## src/rtl/ball_motion_if.sv

```systemverilog
// Ball motion control bus: frame/serve/paddle inputs and ball state outputs.
// master drives the inputs; slave is the ball motion sequencer.
interface ball_motion_if;
  logic        frame_tick;
  logic        serve_req;
  logic [11:0] left_paddle_row;
  logic [11:0] right_paddle_row;
  logic [11:0] ball_center_row;
  logic [11:0] ball_center_col;
  logic [1:0]  ball_direction;
  logic        ball_active;
  logic        paddle_hit;
  logic        score_left;
  logic        score_right;

  modport master (
    output frame_tick, serve_req,
    output left_paddle_row, right_paddle_row,
    input  ball_center_row, ball_center_col,
    input  ball_direction, ball_active,
    input  paddle_hit, score_left, score_right
  );

  modport slave (
    input  frame_tick, serve_req,
    input  left_paddle_row, right_paddle_row,
    output ball_center_row, ball_center_col,
    output ball_direction, ball_active,
    output paddle_hit, score_left, score_right
  );
endinterface

```

## src/rtl/ball_motion_ctrl.sv

```systemverilog
// Ball serve/play/score sequencer; position moves only on frame_tick.
// Define BALL_SPEEDUP_EN to add one pixel of step per paddle hit, up to MAX_STEP.
module ball_motion_ctrl #(
  parameter int DISP_COLS        = 640,
  parameter int DISP_ROWS        = 480,
  parameter int BALL_WIDTH       = 6,
  parameter int BALL_HEIGHT      = 8,
  parameter int PADDLE_HEIGHT    = 48,
  parameter int LEFT_PADDLE_COL  = 16,
  parameter int RIGHT_PADDLE_COL = 624,
  parameter int STEP             = 2,
  parameter int SERVE_FRAMES     = 60,
  parameter int MAX_STEP         = 6
) (
  input logic          clk,
  input logic          rst_n,
  ball_motion_if.slave bus
);
  localparam int H  = BALL_HEIGHT / 2;
  localparam int W  = BALL_WIDTH / 2;
  localparam int CW = $clog2(SERVE_FRAMES + 1);
  localparam int SW = $clog2((MAX_STEP > STEP ? MAX_STEP : STEP) + 1);

  typedef logic signed [12:0] s13_t;

  localparam s13_t K_H    = s13_t'(H);
  localparam s13_t K_W    = s13_t'(W);
  localparam s13_t K_LIM  = s13_t'(PADDLE_HEIGHT / 2 + H);
  localparam s13_t K_RPC  = s13_t'(RIGHT_PADDLE_COL);
  localparam s13_t K_LPC  = s13_t'(LEFT_PADDLE_COL);
  localparam s13_t K_RMAX = s13_t'(DISP_ROWS - 1);
  localparam s13_t K_CMAX = s13_t'(DISP_COLS - 1);
  localparam s13_t K_ZERO = s13_t'(0);

  localparam logic [11:0]   ROW_C  = 12'(DISP_ROWS / 2);
  localparam logic [11:0]   COL_C  = 12'(DISP_COLS / 2);
  localparam logic [SW-1:0] STEP_I = SW'(STEP);
`ifdef BALL_SPEEDUP_EN
  localparam logic [SW-1:0] MAX_I  = SW'(MAX_STEP);
`endif

  typedef enum logic [1:0] {
    IDLE,
    SERVE,
    MOVING,
    SCORED
  } state_t;

  state_t        state_q, state_n;
  logic [11:0]   row_q, row_n;
  logic [11:0]   col_q, col_n;
  logic [1:0]    dir_q, dir_n;
  logic [CW-1:0] cnt_q, cnt_n;
  logic [SW-1:0] step_q, step_n;
  logic          act_q, act_n;
  logic          hit_q, hit_n;
  logic          sl_q, sl_n;
  logic          sr_q, sr_n;

  s13_t r, c, s, ny, nx, dr, dl;
  logic ovl_r, ovl_l, cross_r, cross_l;

  always_comb begin
    state_n = state_q;
    row_n   = row_q;
    col_n   = col_q;
    dir_n   = dir_q;
    cnt_n   = cnt_q;
    step_n  = step_q;
    hit_n   = 1'b0;
    sl_n    = 1'b0;
    sr_n    = 1'b0;

    s  = s13_t'(step_q);
    r  = s13_t'(row_q);
    c  = s13_t'(col_q);
    ny = dir_q[0] ? r + s : r - s;
    nx = dir_q[1] ? c + s : c - s;
    dr = r - s13_t'(bus.right_paddle_row);
    dl = r - s13_t'(bus.left_paddle_row);
    ovl_r = (dr <= K_LIM) && (dr >= -K_LIM);
    ovl_l = (dl <= K_LIM) && (dl >= -K_LIM);
    // leading edge crosses the paddle plane during this update
    cross_r = dir_q[1] && (c + K_W < K_RPC) && (nx + K_W >= K_RPC);
    cross_l = !dir_q[1] && (c - K_W > K_LPC) && (nx - K_W <= K_LPC);

    unique case (state_q)
      IDLE: begin
        row_n = ROW_C;
        col_n = COL_C;
        if (bus.serve_req) begin
          state_n = SERVE;
          cnt_n   = CW'(SERVE_FRAMES);
        end
      end
      SERVE: begin
        if (bus.frame_tick) begin
          if (cnt_q == CW'(1)) begin
            state_n = MOVING;
            cnt_n   = '0;
          end else begin
            cnt_n = cnt_q - CW'(1);
          end
        end
      end
      MOVING: begin
        if (bus.frame_tick) begin
          if (dir_q[0] && (ny + K_H >= K_RMAX)) begin
            row_n    = 12'(DISP_ROWS - 1 - H);
            dir_n[0] = 1'b0;
          end else if (!dir_q[0] && (ny - K_H <= K_ZERO)) begin
            row_n    = 12'(H);
            dir_n[0] = 1'b1;
          end else begin
            row_n = ny[11:0];
          end

          if (cross_r && ovl_r) begin
            col_n    = 12'(RIGHT_PADDLE_COL - 1 - W);
            dir_n[1] = 1'b0;
            hit_n    = 1'b1;
          end else if (cross_l && ovl_l) begin
            col_n    = 12'(LEFT_PADDLE_COL + 1 + W);
            dir_n[1] = 1'b1;
            hit_n    = 1'b1;
          end else if (dir_q[1] && (nx + K_W >= K_CMAX)) begin
            sl_n    = 1'b1;
            state_n = SCORED;
            row_n   = ROW_C;
            col_n   = COL_C;
          end else if (!dir_q[1] && (nx - K_W <= K_ZERO)) begin
            sr_n    = 1'b1;
            state_n = SCORED;
            row_n   = ROW_C;
            col_n   = COL_C;
          end else begin
            col_n = nx[11:0];
          end
        end
      end
      SCORED: begin
        row_n   = ROW_C;
        col_n   = COL_C;
        step_n  = STEP_I;
        // serve toward the player who missed
        dir_n   = sl_q ? 2'b11 : 2'b01;
        state_n = IDLE;
      end
      default: state_n = IDLE;
    endcase

`ifdef BALL_SPEEDUP_EN
    if (hit_n && (step_q < MAX_I)) step_n = step_q + SW'(1);
`endif

    act_n = (state_n == MOVING);
  end

  always_ff @(posedge clk or negedge rst_n) begin
    if (!rst_n) begin
      state_q <= IDLE;
      row_q   <= ROW_C;
      col_q   <= COL_C;
      dir_q   <= 2'b11;
      cnt_q   <= '0;
      step_q  <= STEP_I;
      act_q   <= 1'b0;
      hit_q   <= 1'b0;
      sl_q    <= 1'b0;
      sr_q    <= 1'b0;
    end else begin
      state_q <= state_n;
      row_q   <= row_n;
      col_q   <= col_n;
      dir_q   <= dir_n;
      cnt_q   <= cnt_n;
      step_q  <= step_n;
      act_q   <= act_n;
      hit_q   <= hit_n;
      sl_q    <= sl_n;
      sr_q    <= sr_n;
    end
  end

  assign bus.ball_center_row = row_q;
  assign bus.ball_center_col = col_q;
  assign bus.ball_direction  = dir_q;
  assign bus.ball_active     = act_q;
  assign bus.paddle_hit      = hit_q;
  assign bus.score_left      = sl_q;
  assign bus.score_right     = sr_q;
endmodule

```

## src/flat_wrapper.sv

```systemverilog
// flat-port wrapper written by rule: the top's interface ports become plain ports
module ball_motion_ctrl_flat 
#(
  parameter int DISP_COLS        = 640,
  parameter int DISP_ROWS        = 480,
  parameter int BALL_WIDTH       = 6,
  parameter int BALL_HEIGHT      = 8,
  parameter int PADDLE_HEIGHT    = 48,
  parameter int LEFT_PADDLE_COL  = 16,
  parameter int RIGHT_PADDLE_COL = 624,
  parameter int STEP             = 2,
  parameter int SERVE_FRAMES     = 60,
  parameter int MAX_STEP         = 6
)
  (clk, rst_n, bus_frame_tick, bus_serve_req, bus_left_paddle_row, bus_right_paddle_row, bus_ball_center_row, bus_ball_center_col, bus_ball_direction, bus_ball_active, bus_paddle_hit, bus_score_left, bus_score_right);
  ball_motion_if bus_i ();
  input logic clk;
  input logic rst_n;
  input wire logic [$bits(bus_i.frame_tick)-1:0] bus_frame_tick;
  input wire logic [$bits(bus_i.serve_req)-1:0] bus_serve_req;
  input wire logic [$bits(bus_i.left_paddle_row)-1:0] bus_left_paddle_row;
  input wire logic [$bits(bus_i.right_paddle_row)-1:0] bus_right_paddle_row;
  output wire logic [$bits(bus_i.ball_center_row)-1:0] bus_ball_center_row;
  output wire logic [$bits(bus_i.ball_center_col)-1:0] bus_ball_center_col;
  output wire logic [$bits(bus_i.ball_direction)-1:0] bus_ball_direction;
  output wire logic [$bits(bus_i.ball_active)-1:0] bus_ball_active;
  output wire logic [$bits(bus_i.paddle_hit)-1:0] bus_paddle_hit;
  output wire logic [$bits(bus_i.score_left)-1:0] bus_score_left;
  output wire logic [$bits(bus_i.score_right)-1:0] bus_score_right;
  assign bus_i.frame_tick = bus_frame_tick;
  assign bus_i.serve_req = bus_serve_req;
  assign bus_i.left_paddle_row = bus_left_paddle_row;
  assign bus_i.right_paddle_row = bus_right_paddle_row;
  assign bus_ball_center_row = bus_i.ball_center_row;
  assign bus_ball_center_col = bus_i.ball_center_col;
  assign bus_ball_direction = bus_i.ball_direction;
  assign bus_ball_active = bus_i.ball_active;
  assign bus_paddle_hit = bus_i.paddle_hit;
  assign bus_score_left = bus_i.score_left;
  assign bus_score_right = bus_i.score_right;
  ball_motion_ctrl #(.DISP_COLS(DISP_COLS), .DISP_ROWS(DISP_ROWS), .BALL_WIDTH(BALL_WIDTH), .BALL_HEIGHT(BALL_HEIGHT), .PADDLE_HEIGHT(PADDLE_HEIGHT), .LEFT_PADDLE_COL(LEFT_PADDLE_COL), .RIGHT_PADDLE_COL(RIGHT_PADDLE_COL), .STEP(STEP), .SERVE_FRAMES(SERVE_FRAMES), .MAX_STEP(MAX_STEP)) u_core (.clk(clk), .rst_n(rst_n), .bus(bus_i));
endmodule
```

## config.mk

```make
export PLATFORM = sky130hd
export DESIGN_NAME = ball_motion_ctrl_flat
export DESIGN_NICKNAME = d
export VERILOG_FILES = /design/src/rtl/ball_motion_if.sv /design/src/rtl/ball_motion_ctrl.sv /design/src/flat_wrapper.sv
export SDC_FILE = /design/constraint.sdc
export NUM_CORES = 1
export LEC_CHECK = 0
export CAP_MARGIN = 20
export CORE_ASPECT_RATIO = 0.9
export CORE_MARGIN = 2
export CORE_UTILIZATION = 30
export CTS_CLUSTER_DIAMETER = 150
export CTS_CLUSTER_SIZE = 10
export DETAILED_ROUTE_END_ITERATION = 6
export DONT_BUFFER_PORTS = 1
export PLACE_DENSITY = 0.49
export SYNTH_ARGS = -nofsm -noshare
export SYNTH_HDL_FRONTEND = slang
export SYNTH_SLANG_ARGS = --single-unit
```

## constraint.sdc

```tcl
create_clock -name clk -period 10.6 [get_ports clk]
set_input_delay 1.59 -clock clk [delete_from_list [all_inputs] [get_ports clk]]
set_output_delay 1.59 -clock clk [all_outputs]
set_load 0.02 [all_outputs]
```

[Word-level counts from Yosys, hierarchy flattened]
Cells that the tools add are included.
Widths: inputs -> output; s select.
Storage, ports and cells
  register bits after elaboration: 38
  input bits: 28
  output and inout port bits: 30
  word-level logic and storage cells: 119
Operators by class
  $add $sub $neg: 13
  magnitude comparators: 12
  equal/unequal tests: 10
  mux-type cells: 51
  reduce and logical (&&, ||, !) cells: 23
Operators by type and width (number)
  $mux 12: 12
  $pmux 12 s2: 2
  $add 12x2->13 const B: 3
  $le 13x6->1 const B: 3
  $sub 12x2->13 const B: 3
  $ge 13x11->1 const B: 2
  $ge 13x6->1 const B: 2
  $le 13x1->1 const B: 2
  $mux 13: 2
  $sub 12x12->13: 2
  $mux 2: 10
  $mux 1: 19
  $mux 6: 3
  $add 13x3->13 const B: 1
  $add 13x4->13 const B: 1
  $ge 13x10->1 const B: 1
  $gt 13x6->1 const B: 1
  $lt 13x11->1 const B: 1
  $sub 13x3->13 const B: 1
  $sub 13x4->13 const B: 1
  $logic_and 1x1->1: 12
  $pmux 6 s2: 1
  $reduce_and 3->1: 3
  $pmux 2 s4: 1
  12 further kinds: 20

[Longest topological paths before layout]
  depth in word-level cells: 13
  depth in mapped cells: 14
  depth with buffers taken out: 13

[Worst setup path before layout]
No wires, ideal clock.
  path type: input to register
  from: input port bus_left_paddle_row[0]
  to: register u_core.dir_q[1] (netlist: u_core.bus.ball_direction[1])
  library setup time: 0.083 ns
  arrival: 4.358 ns
  data required time: 10.517 ns
  slack: 6.159 ns
  stages on the path: 12
  buffers on the path: 0
  path through: ha_1 > fa_1 > nor2b_1 > o21ai_0 > a311oi_1 > o311ai_0 > nor4b_1 > nand4bb_1 > mux2_2 > o32ai_1 > mux2_2 > o311a_1
On the way
  longest elaborated chain between the ends: 6
  elaborated cells on any way between the ends: 7
  classes of those cells: 1 x add/sub; 2 x order compare; 1 x eq/ne; 3 x reduce/logical
RTL lines
  from (decl): line flat_wrapper.sv:21  | input wire logic [$bits(bus_i.left_paddle_row)-1:0] bus_left_paddle_row;
  $sub 12x12->13 *: line ball_motion_ctrl.sv:80  | dl = r - s13_t'(bus.left_paddle_row);
  $le 13x6->1 or $ge 13x6->1 (tied branches): line ball_motion_ctrl.sv:82  | ovl_l = (dl <= K_LIM) && (dl >= -K_LIM);
  $logic_and 1x1->1 *: line ball_motion_ctrl.sv:82
  $logic_and 1x1->1 *: line ball_motion_ctrl.sv:122  | end else if (cross_l && ovl_l) begin
  $ne 3x1->1 (no line) *
  $reduce_and 3->1 (no line) *
  to (signal assigned): line ball_motion_ctrl.sv:175  | dir_q <= dir_n;
  to (decl): line ball_motion_ctrl.sv:52  | logic [1:0] dir_q, dir_n;
Mark *: on every way between the ends. The rest lies on a longest branch, timed or not.
A chain may end at the register's enable or synchronous reset.

[Worst setup path after layout]
  from: register u_core.dir_q[1] (netlist: u_core.bus.ball_direction[1])
  to: register u_core.row_q[1] (netlist: u_core.bus.ball_center_row[1])
On the way
  longest elaborated chain between the ends: 10
  elaborated cells on any way between the ends: 22
  classes of those cells: 2 x add/sub; 4 x order compare; 7 x mux; 9 x reduce/logical
RTL lines
  $mux 13: line ball_motion_ctrl.sv:78  | nx = dir_q[1] ? c + s : c - s;
  $sub 13x3->13: line ball_motion_ctrl.sv:85, ball_motion_ctrl.sv:131
  $le 13x1->1: line ball_motion_ctrl.sv:131  | end else if (!dir_q[1] && (nx - K_W <= K_ZERO)) begin
  $logic_and 1x1->1: line ball_motion_ctrl.sv:131
  $mux 12: line ball_motion_ctrl.sv:131
  $mux 12: line ball_motion_ctrl.sv:126  | end else if (dir_q[1] && (nx + K_W >= K_CMAX)) begin
  $mux 12: line ball_motion_ctrl.sv:122
  $mux 12 *: line ball_motion_ctrl.sv:118  | if (cross_r && ovl_r) begin
  $mux 12 *: line ball_motion_ctrl.sv:107  | if (bus.frame_tick) begin
  $pmux 12 s2 *: line ball_motion_ctrl.sv:87  | unique case (state_q)
  to (signal assigned): line ball_motion_ctrl.sv:173  | row_q <= row_n;
  to (decl): line ball_motion_ctrl.sv:50  | logic [11:0] row_q, row_n;
Mark *: on every way between the ends. The rest lies on a longest branch, timed or not. The select of a mux whose other input is x is not followed.

==> impl.org <==
** Global routing
- The total overflow left after global routing is 0.
- The number of antenna violations at the first check in global routing is 0.
- Wire length of the first global-routing pass :: 26600 µm
- Across every metal layer, demand over resource in global routing totals 0.170.
- Maximum number of pins on one net before global-route repair :: 38
- Via count of the first global-routing pass :: 4971

** Placed design
- Placed cell count :: 897
- Number of input and output port buffers inserted :: 0
- Summed over all nets, the half-perimeter wirelength after detailed placement is 13000 µm.
- OpenSTA, run right after detailed placement, puts the worst setup slack at 5.69 ns.
- Weighted congestion reported at the end of routability-driven placement :: 0.878

** Min path
- The min-delay analysis places its worst path in the category reg -> reg.

** Die
- For this configuration, the core starts out at a cell density of 0.307.
- Die outline width :: 146 µm
- 58 I/O pins were placed.
- Core region area :: 0.0177 mm²
- The die covers 0.0192 mm².
- Row generation in the floorplan step produced 46 rows.
- Vertical extent of the die :: 132 µm

** Clocking
- CTS saw 37 sinks.
- Gates resized during post-CTS repair numbered 0.
- H-tree lvl count :: 2
- Clock latency on the worst-skew pair, taken at its later pin, is 0.28 ns.
- Post-CTS timing repair inserted 0 buffers for setup.
- After clock tree synthesis, the clock-pin slew on the worst setup and hold paths is 0.05 ns.
- The clock passes through at most 2 buffers.
- Hold buffers post-CTS :: 0
- Clock tree from TritonCTS :: built
- Master cell of the clock root buffer :: sky130_fd_sc_hd__clkbuf_16
- Clock tree synthesis inserted a total of 5 buffers.

** Pwr
- Dividing total power by cell area gives a power density of 310 mW/mm².
- VDD sags by at most 120 µV.
- Total leakage power :: 2.35 nW
- Total power consumption of the routed design :: 1.80 mW

** Timing
- The hold violation count in the final report was 0.
- For the pin with the worst max-slew slack, the measured transition is 0.890 ns.
- Across all setup checks in the final design, the least slack found is 5.89 ns.
- Based on the critical path, the design can be clocked at up to 0.212 GHz.
- Final min period :: 4.71 ns
- The number of max-slew violations in the final report was 0.
- Setup repair after global routing left no endpoint under its margin.
- Number of endpoints failing setup at the final stage :: 0
- Final TNS setup :: 0 ns
- Max-slew headroom :: 0.407
- Final period util :: 0.444
- Across the routed clock network, the largest skew measured is 0.00518 ns.

** Critical path
- In this run the worst path has a maximum fanout of 15.
- Top cell family by delay on the critical path :: compound AO/OA/AOI/OAI gates
- At the worst endpoint, the arrival time is 4.82 ns.
- Setup Crit Path Kind :: reg -> reg
- Count of buffer and inverter cells on the critical path :: 1
- In this design, the stage delay of the slowest critical-path cell is 0.67 ns.
- On the critical path, the stage with the largest delay is an instance of sky130_fd_sc_hd__dfstp_2.
- At the worst endpoint, the required time is 10.71 ns.
- Cell chain of the critical path :: inv_1, fa_1, a211o_2, and2_4, a211oi_2, o2111ai_1, nor4_4, nand3_2, xor2_1, nand2_1, a21oi_2, o32ai_1
- The worst setup path is launched from a flop.
- Category of the worst setup path capture point :: flop

** Final layout
- Compared with the post-synthesis result, the final layout area differs by 6.92%.
- Filler cell count in the final layout :: 1860
- Proportion of layout cells with a drive suffix above 1 :: 0.0934
- Final nets :: 753
- Number of antenna cells inserted :: 0
- Post-route insts no fill :: 904

** Drt
- The detailed router placed 5306 vias in this run.
- The final layout contains routed wiring with a total length of 16800 µm.
- Number of DRC markers after the initial detailed-route iteration :: 450
- In this run the remaining antenna-violating nets after routing total 0.
- For this run, the detailed router's first-pass iteration total came to 5.
- Wire per inst :: 18.6 µm
- For this run, design rule violations remaining after detail routing come to 0.
- Drt via density :: 5.87

** Yosys
- The cell count after synthesis came out at 669.
- EDFF count, synth :: 0
- Summing every instance area after synthesis gives 0.00542 mm².
- Syn nets :: 758
- Yosys mapped the design onto 101 distinct sky130hd cell types.
- Top_reg_cell synth :: sky130_fd_sc_hd__dfrtp_1
- Counting flops with an async set or reset pin after synthesis yields a share of 1.00.
- The average instance in the mapped netlist occupies 8.11 µm².
- Portion of the post-synthesis area used by sequential elements :: 0.173
- Number of storage elements in the synthesis netlist :: 37
- During synthesis, Yosys emitted a total of 0 warnings.

** Run
- The tool flagged a number of max-cap violations equal to 0.

** Status
- Status :: finished clean
-- registers in the layout, summed over array words and instances (netlist names) --
name,flops
u_core.bus.ball_active,1
u_core.cnt_q,6
u_core.bus.score_right,1
u_core.bus.ball_direction,2
u_core.state_q,2
u_core.bus.paddle_hit,1
u_core.bus.ball_center_row,12
u_core.bus.ball_center_col,11
u_core.bus.score_left,1
-- layer usage --
metal | share of wire | wire [µm] | global-route usage
met1 | 0.48 | 8090 | 0.244
met2 | 0.43 | 7280 | 0.260
met3 | 0.062 | 1040 | 0.0267
met5 | 0 | 0 | 0
met4 | 0.026 | 436 | 0.0479
-- per-stage QoR --
step / util / area [µm²] / hold slack, ns
finish: 0.328 / 5800 / 0.546
global route: 0.328 / 5800 / 0.555
CTS: 0.328 / 5800 / 0.536
detailed placement: 0.321 / 5670 / 0.524
global placement: 0.320 / 5660 / 0.527
floorplan: - / 5420 / 0.489
-- power breakdown --
| group | total (mW) | internal (mW) | switching (mW) |
|---|---|---|---|
| clock | 0.139 | 0.0854 | 0.0541 |
| sequential | 0.310 | 0.188 | 0.123 |
| combinational | 1.35 | 0.526 | 0.823 |
-- placed cells by master (no fill, tap or decap), types with 7 or more instances in the layout --
master and count:
sky130_fd_sc_hd__o21a_1 11, sky130_fd_sc_hd__o211ai_1 10, sky130_fd_sc_hd__a21oi_1 35, sky130_fd_sc_hd__a31oi_1 8, sky130_fd_sc_hd__nand4_1 13, sky130_fd_sc_hd__nor2_1 56, sky130_fd_sc_hd__nor3_1 22, sky130_fd_sc_hd__a22o_1 9
sky130_fd_sc_hd__nor2b_1 9, sky130_fd_sc_hd__nand3_1 15, sky130_fd_sc_hd__xnor2_1 17, sky130_fd_sc_hd__xor2_1 12, sky130_fd_sc_hd__dfstp_2 8, sky130_fd_sc_hd__a21o_1 19, sky130_fd_sc_hd__nand2_1 46, sky130_fd_sc_hd__o2111ai_1 7
sky130_fd_sc_hd__o21ai_0 25, sky130_fd_sc_hd__nor4_1 9, sky130_fd_sc_hd__or3_1 8, sky130_fd_sc_hd__nand2b_1 13, sky130_fd_sc_hd__ha_1 57, sky130_fd_sc_hd__and3_1 7, sky130_fd_sc_hd__a211oi_1 17, sky130_fd_sc_hd__inv_1 50
sky130_fd_sc_hd__dfrtp_1 29
-- synthesized netlist by cell type (10+ instances only) --
| cell type | instances | area share |
|---|---|---|
| sky130_fd_sc_hd__a21o_1 | 19 | 0.026 |
| sky130_fd_sc_hd__ha_1 | 57 | 0.13 |
| sky130_fd_sc_hd__xnor2_1 | 17 | 0.027 |
| sky130_fd_sc_hd__nor3_1 | 22 | 0.020 |
| sky130_fd_sc_hd__inv_1 | 50 | 0.035 |
| sky130_fd_sc_hd__a211oi_1 | 17 | 0.024 |
| sky130_fd_sc_hd__nand2b_1 | 13 | 0.015 |
| sky130_fd_sc_hd__dfrtp_1 | 29 | 0.13 |
| sky130_fd_sc_hd__o211ai_1 | 10 | 0.014 |
| sky130_fd_sc_hd__a21oi_1 | 35 | 0.032 |
| sky130_fd_sc_hd__o21a_1 | 11 | 0.015 |
| sky130_fd_sc_hd__xor2_1 | 12 | 0.019 |
| sky130_fd_sc_hd__o21ai_0 | 25 | 0.023 |
| sky130_fd_sc_hd__nand3_1 | 15 | 0.014 |
| sky130_fd_sc_hd__nand4_1 | 13 | 0.015 |
| sky130_fd_sc_hd__nand2_1 | 46 | 0.032 |
| sky130_fd_sc_hd__nor2_1 | 56 | 0.039 |
| sky130_fd_sc_hd__clkbuf_1 | 11 | 0.0076 |
-- final timing paths --
check                                                         startpoint                                        end  slack (ns)  cells after the start
worst max-delay path            u_core.bus.ball_direction[1]$_DFFE_PN1P_  u_core.bus.ball_center_row[1]$_DFFE_PN0P_        5.89                     12
worst min-delay path                         u_core.cnt_q[5]$_DFFE_PN0P_                u_core.cnt_q[5]$_DFFE_PN0P_        0.55                      1
worst max register to register  u_core.bus.ball_direction[1]$_DFFE_PN1P_  u_core.bus.ball_center_row[1]$_DFFE_PN0P_        5.89                     12
worst min register to register               u_core.cnt_q[5]$_DFFE_PN0P_                u_core.cnt_q[5]$_DFFE_PN0P_        0.55                      1
max in group asynchronous                                          rst_n  u_core.bus.ball_center_row[6]$_DFFE_PN1P_        9.41                      0
min in group asynchronous                                          rst_n                u_core.cnt_q[0]$_DFFE_PN0P_        1.00                      0
-- final cells by class --
class,instances,area [µm²],area share
Clock buffer,6,129,0.0222
Clock inverter,1,5.00,0.000863
Inverter,51,191,0.0330
Multi-Input combinational cell,566,4220,0.727
Sequential cell,37,936,0.161
Tap cell,240,300,0.0518
Timing Repair Buffer,3,20.0,0.00345
-- kinds of logic (layout without fill, tap and decap cells) --
logic type | after synthesis | in the layout | synth area share
simple gates | 241 | 241 | 0.239
mux | 6 | 6 | 0.0161
flops | 37 | 37 | 0.173
fa+ha+maj | 61 | 61 | 0.146
buf+inv | 66 | 61 | 0.0498
xor+xnor | 29 | 29 | 0.0468
compound gates | 228 | 228 | 0.328
other cells | 1 | 1 | 0.000691
No activity file was read; power rests on OpenSTA's default activity.
